<file path="src/rtl/dff_frame_rx_if.sv">
// -----------------------------------------------------------------------------
// dff_frame_rx_if
// Bundles the serial input and the word-level outputs of dff_frame_rx.
//   master : drives din/din_valid, observes the received-word outputs
//   slave  : the receiver itself (consumes din, produces dout & status)
// Signals:
//   din        serial bit from the upstream D-FF
//   din_valid  qualifies din
//   dout       last received word, LSB = first data bit
//   dout_valid one-cycle strobe for dout/parity_err
//   parity_err last delivered frame failed even parity
//   busy       frame in progress
//   err_cnt    saturating parity-error count
// -----------------------------------------------------------------------------
interface dff_frame_rx_if #(
  parameter int WIDTH     = 8,
  parameter int ERR_CNT_W = 8
);
  logic                 din;
  logic                 din_valid;
  logic [WIDTH-1:0]     dout;
  logic                 dout_valid;
  logic                 parity_err;
  logic                 busy;
  logic [ERR_CNT_W-1:0] err_cnt;

  modport master (
    output din, din_valid,
    input  dout, dout_valid, parity_err, busy, err_cnt
  );

  modport slave (
    input  din, din_valid,
    output dout, dout_valid, parity_err, busy, err_cnt
  );
endinterface

</file>
<file path="src/rtl/dff_frame_rx.sv">
// -----------------------------------------------------------------------------
// dff_frame_rx
// Serial frame receiver: start bit (1), WIDTH data bits LSB-first, one even
// parity bit. Every completed frame is presented with a one-cycle strobe and a
// parity-error flag; parity errors are counted in a saturating counter.
// Ports:
//   clk  rising-edge clock
//   rst  synchronous active-high reset
//   bus  dff_frame_rx_if.slave (din, din_valid in; dout, dout_valid,
//        parity_err, busy, err_cnt out)
// -----------------------------------------------------------------------------
module dff_frame_rx #(
  parameter int WIDTH     = 8,
  parameter int ERR_CNT_W = 8
) (
  input logic           clk,
  input logic           rst,
  dff_frame_rx_if.slave bus
);

  localparam int CNT_W = (WIDTH > 1) ? $clog2(WIDTH) : 1;
  localparam logic [CNT_W-1:0] LAST_BIT = CNT_W'(WIDTH - 1);

  typedef enum logic [1:0] {
    S_IDLE   = 2'd0,
    S_DATA   = 2'd1,
    S_PARITY = 2'd2
  } state_t;

  state_t               r_state;
  state_t               w_state_nxt;
  logic [WIDTH-1:0]     r_shift;
  logic [CNT_W-1:0]     r_bit_cnt;
  logic [WIDTH-1:0]     r_dout;
  logic                 r_dout_valid;
  logic                 r_parity_err;
  logic [ERR_CNT_W-1:0] r_err_cnt;
  logic                 w_frame_done;
  logic                 w_err;

  // Next-state and frame-completion decode. din is only looked at when
  // din_valid is high, so an unknown din during a stall never propagates.
  always_comb begin
    w_state_nxt  = r_state;
    w_frame_done = 1'b0;
    w_err        = 1'b0;
    case (r_state)
      S_IDLE: begin
        if (bus.din_valid && bus.din) w_state_nxt = S_DATA;
      end
      S_DATA: begin
        if (bus.din_valid && (r_bit_cnt == LAST_BIT)) w_state_nxt = S_PARITY;
      end
      S_PARITY: begin
        if (bus.din_valid) begin
          w_state_nxt  = S_IDLE;
          w_frame_done = 1'b1;
          w_err        = (^r_shift) ^ bus.din;
        end
      end
      default: w_state_nxt = S_IDLE;
    endcase
  end

  // State, shifter and result registers
  always_ff @(posedge clk) begin
    if (rst) begin
      r_state      <= S_IDLE;
      r_shift      <= '0;
      r_bit_cnt    <= '0;
      r_dout       <= '0;
      r_dout_valid <= 1'b0;
      r_parity_err <= 1'b0;
      r_err_cnt    <= '0;
    end else begin
      r_state      <= w_state_nxt;
      r_dout_valid <= w_frame_done;
      if (bus.din_valid) begin
        case (r_state)
          S_IDLE: begin
            r_bit_cnt <= '0;
          end
          S_DATA: begin
            // Shifting in from the MSB end leaves the first bit at the LSB
            // once WIDTH bits have arrived.
            r_shift   <= {bus.din, r_shift[WIDTH-1:1]};
            r_bit_cnt <= r_bit_cnt + CNT_W'(1);
          end
          S_PARITY: begin
            r_dout       <= r_shift;
            r_parity_err <= w_err;
            if (w_err && !(&r_err_cnt)) r_err_cnt <= r_err_cnt + ERR_CNT_W'(1);
          end
          default: ;
        endcase
      end
    end
  end

  assign bus.dout       = r_dout;
  assign bus.dout_valid = r_dout_valid;
  assign bus.parity_err = r_parity_err;
  assign bus.busy       = (r_state != S_IDLE);
  assign bus.err_cnt    = r_err_cnt;

endmodule

</file>
<file path="src/flat_wrapper.sv">
// flat-port wrapper written by rule: the top's interface ports become plain ports
module dff_frame_rx_flat 
#(
  parameter int WIDTH     = 8,
  parameter int ERR_CNT_W = 8
)
  (clk, rst, bus_din, bus_din_valid, bus_dout, bus_dout_valid, bus_parity_err, bus_busy, bus_err_cnt);
  dff_frame_rx_if #(.WIDTH(WIDTH), .ERR_CNT_W(ERR_CNT_W)) bus_i ();
  input logic clk;
  input logic rst;
  input wire logic [$bits(bus_i.din)-1:0] bus_din;
  input wire logic [$bits(bus_i.din_valid)-1:0] bus_din_valid;
  output wire logic [$bits(bus_i.dout)-1:0] bus_dout;
  output wire logic [$bits(bus_i.dout_valid)-1:0] bus_dout_valid;
  output wire logic [$bits(bus_i.parity_err)-1:0] bus_parity_err;
  output wire logic [$bits(bus_i.busy)-1:0] bus_busy;
  output wire logic [$bits(bus_i.err_cnt)-1:0] bus_err_cnt;
  assign bus_i.din = bus_din;
  assign bus_i.din_valid = bus_din_valid;
  assign bus_dout = bus_i.dout;
  assign bus_dout_valid = bus_i.dout_valid;
  assign bus_parity_err = bus_i.parity_err;
  assign bus_busy = bus_i.busy;
  assign bus_err_cnt = bus_i.err_cnt;
  dff_frame_rx #(.WIDTH(WIDTH), .ERR_CNT_W(ERR_CNT_W)) u_core (.clk(clk), .rst(rst), .bus(bus_i));
endmodule
</file>
<file path="config.mk">
export PLATFORM = sky130hd
export DESIGN_NAME = dff_frame_rx_flat
export DESIGN_NICKNAME = d
export VERILOG_FILES = /design/src/rtl/dff_frame_rx_if.sv /design/src/rtl/dff_frame_rx.sv /design/src/flat_wrapper.sv
export SDC_FILE = /design/constraint.sdc
export NUM_CORES = 1
export LEC_CHECK = 0
export ABC_AREA = 1
export CAP_MARGIN = 20
export CORE_ASPECT_RATIO = 1.2
export CORE_MARGIN = 2
export CORE_UTILIZATION = 45
export CTS_BUF_LIST = sky130_fd_sc_hd__clkbuf_16
export CTS_CLUSTER_SIZE = 16
export DETAILED_ROUTE_END_ITERATION = 8
export HOLD_SLACK_MARGIN = 0.08
export PLACE_DENSITY = 0.69
export SETUP_SLACK_MARGIN = 0.3
export SLEW_MARGIN = 20
export SYNTH_ARGS = -nofsm -noshare
export SYNTH_HDL_FRONTEND = slang
export SYNTH_SLANG_ARGS = --single-unit
</file>
<file path="constraint.sdc">
create_clock -name clk -period 2.1 [get_ports clk]
set_input_delay 0.42 -clock clk [delete_from_list [all_inputs] [get_ports clk]]
set_output_delay 0.42 -clock clk [all_outputs]
set_load 0.005 [all_outputs]
</file>
==> impl_metrics.toml <==
[run_status]
outcome = "completed"

[floorplanning]
fp-row-count = 22
initial_core_util = 0.476
die_area_um2 = 3730
io_pins = 23
die_y_um = 66.5
dieWidth_um = 56.1
core_um2 = 3080

[route]
dr_total_vias = 1325
wl_per_cell_um = 11.7
ant_nets = 0
drt_iter0_drc = 32
route.detailed.drc = 0
first_pass_iters = 6
vias_per_cell = 5.06
routed_wl_mm = 3.06

[sta]
min_period_ns = 1.73
rsz0062_at_grt = "no"
max_freq_ghz = 0.579
tns_ns = 0
period_share = 0.822
worst_clock_skew_ns = 0.00607
tightest_slew_ns = 0.480
setup_viol = 0
finalHoldViolCount = 0
max-slew-margin-rel = 0.680
slew_viol_final = 0

[worst_hold_path]
worst_hold_path_type = "reg2reg"

[cts]
post_cts_buffers = 0
htreeDepth = 2
clock_path_buffers = 2
cts_inserted_buffers = 5
path_clk_slew_ns = 0.05
cts_resized = 0
cts_tree = "yes"
cts-root-buf = "clkbuf_16"
clock-sinks = 31
hold_buffers = 0
insertion_delay_ns = 0.28

[placement]
gp_congestion = 0.818
placed_cells = 255
dp_hpwl_mm = 2.10
io_buffer_count = 22

[synthesis]
synth_area_leader_cell = "dfxtp_1"
avgSynthCellArea_um2 = 7.37
netlist_area_um2 = 1470
syn_inst = 199
synthFlopType = "dfxtp_1"
syn_nets = 206
yosysWarnings = 0
ys_seq_area_frac = 0.423
ys_top_cells_by_count = "nand2_1 (40), dfxtp_1 (31), a21oi_1 (30)"
yosysUniqueCellTypes = 23
synth_area_leaders = "dfxtp_1 (42%), a21oi_1 (10%), nand2_1 (10%)"
synth.most_common_cell = "nand2_1"
synth_top_area_frac = 0.423
ys_ff_latch = 31
synthArstFlopShare = 0
synth_edf_count = 0

[grt]
antenna_found_initial = 0
grt_pass1_vias = 1247
grtUsageTotal = 0.184
grt_max_degree = 21
grt_pass1_wl_mm = 5.19
overflow = 0

[run]
max_cap_violations = 0

[final_layout]
antenna_cells = 0
final_cells = 262
syn2layout_area_growth_pct = 28.8
drive_gt1_frac = 0.133
layout.nets = 233

[setup_path]
end_kind = "output pin"
start_kind = "flop"
arrival_ns = 1.31
critPathRequiredTime_ns = 1.68
crit_fanout = 4
worst-setup-path-type = "reg2out"

[pwr]
p_leak_nw = 0.766
ir_drop_mv = 0.659
pwr_density_cell_nw_per_um2 = 739
p_total_mw = 1.39
[registers in the layout, indices dropped and copies added, names as in the netlist]
name and count:
u_core.bus.err_cnt 8, u_core.bus.dout_valid 1, u_core.r_shift 8, u_core.bus.parity_err 1, u_core.bus.dout 8, u_core.r_bit_cnt 3, u_core.r_state 2
[worst paths after layout]
| check | depth (start not counted) | endpoint | start | slack (ns) |
|---|---|---|---|---|
| max reg2reg | 7 | u_core.bus.err_cnt[4]$_SDFFE_PP0P_ | u_core.bus.err_cnt[0]$_SDFFE_PP0P_ | 0.57 |
| min | 2 | u_core.bus.parity_err$_SDFFE_PP0P_ | u_core.bus.parity_err$_SDFFE_PP0P_ | 0.47 |
| max | 3 | bus_busy | u_core.r_state[0]$_SDFFE_PP0P_ | 0.37 |
| min reg2reg | 2 | u_core.bus.parity_err$_SDFFE_PP0P_ | u_core.bus.parity_err$_SDFFE_PP0P_ | 0.47 |
[worst max-delay path, cell delays in order (launching register included)]
cell and delay (ns):
dfxtp_1 0.38, inv_1 0.10, nand2_1 0.07, clkdlybuf4s50_1 0.49
[layout make-up]
class / count / area [µm²]
timing repair buffer: 25 / 243
inverter: 25 / 96.3
sequential: 31 / 621
multi-input combinational: 138 / 749
clock inverter: 2 / 8.76
fill: 280 / 1190
clock buffer: 5 / 125
tap: 36 / 45.0
[cell families after synthesis]
kind of cell             share of synthesized area
flip-flops                                   0.423
adder cells (fa/ha/maj)                     0.0256
AND/OR/NAND/NOR                              0.263
XOR/XNOR                                    0.0358
AO/OA/AOI/OAI                                0.171
buffers and inverters                       0.0819
[through the flow]
| stage | util | setup slack, ns | hold slack (ns) | area (µm²) |
|---|---|---|---|---|
| 2_1_floorplan | - | 0.619 | 0.447 | 1470 |
| 3_3_place_gp | 0.561 | 0.275 | 0.450 | 1730 |
| 3_5_place_dp | 0.561 | 0.223 | 0.471 | 1730 |
| 4_1_cts | 0.605 | 0.355 | 0.478 | 1860 |
| 5_1_grt | 0.612 | 0.307 | 0.490 | 1890 |
| 6_report | 0.612 | 0.373 | 0.471 | 1890 |
[placed cells by master, fill, tap and decap left out]
| cell | netlist | routed |
|---|---|---|
| nand3_1 | 14 | 13 |
| buf_4 | 1 | 3 |
| clkdlybuf4s50_1 | 0 | 22 |
| nand3_2 | 1 | 1 |
| nand2_2 | 6 | 6 |
| nand4_4 | 0 | 1 |
| a21oi_1 | 30 | 30 |
| ha_1 | 3 | 3 |
| nand2_4 | 1 | 1 |
| clkinv_1 | 0 | 1 |
| inv_1 | 18 | 18 |
| nand4_1 | 1 | 1 |
| inv_4 | 1 | 1 |
| nor2_1 | 12 | 11 |
| dfxtp_1 | 31 | 31 |
| nand3_4 | 0 | 1 |
| nor2_2 | 1 | 2 |
| clkbuf_16 | 0 | 5 |
| xor2_1 | 2 | 2 |
| clkinv_2 | 0 | 1 |
| nor3_4 | 1 | 1 |
| inv_2 | 6 | 6 |
| o21ai_0 | 20 | 20 |
| nand2_1 | 40 | 40 |
| xnor2_1 | 4 | 4 |
| nor2_8 | 1 | 1 |
[routing by layer]
metal | part of all wire | vias to the layer above | track usage
li1 | - | 702 | -
met1 | 0.47 | 593 | 0.199
met2 | 0.47 | 23 | 0.306
met3 | 0.045 | 7 | 0.0738
met4 | 0.021 | 0 | 0.104
met5 | 0 | - | 0
[report_power, final]
part	switching (mW)	internal, mW
clock network	0.239	0.424
registers	0.0119	0.600
logic	0.0770	0.0429
Power figures use the tool's default switching activity.
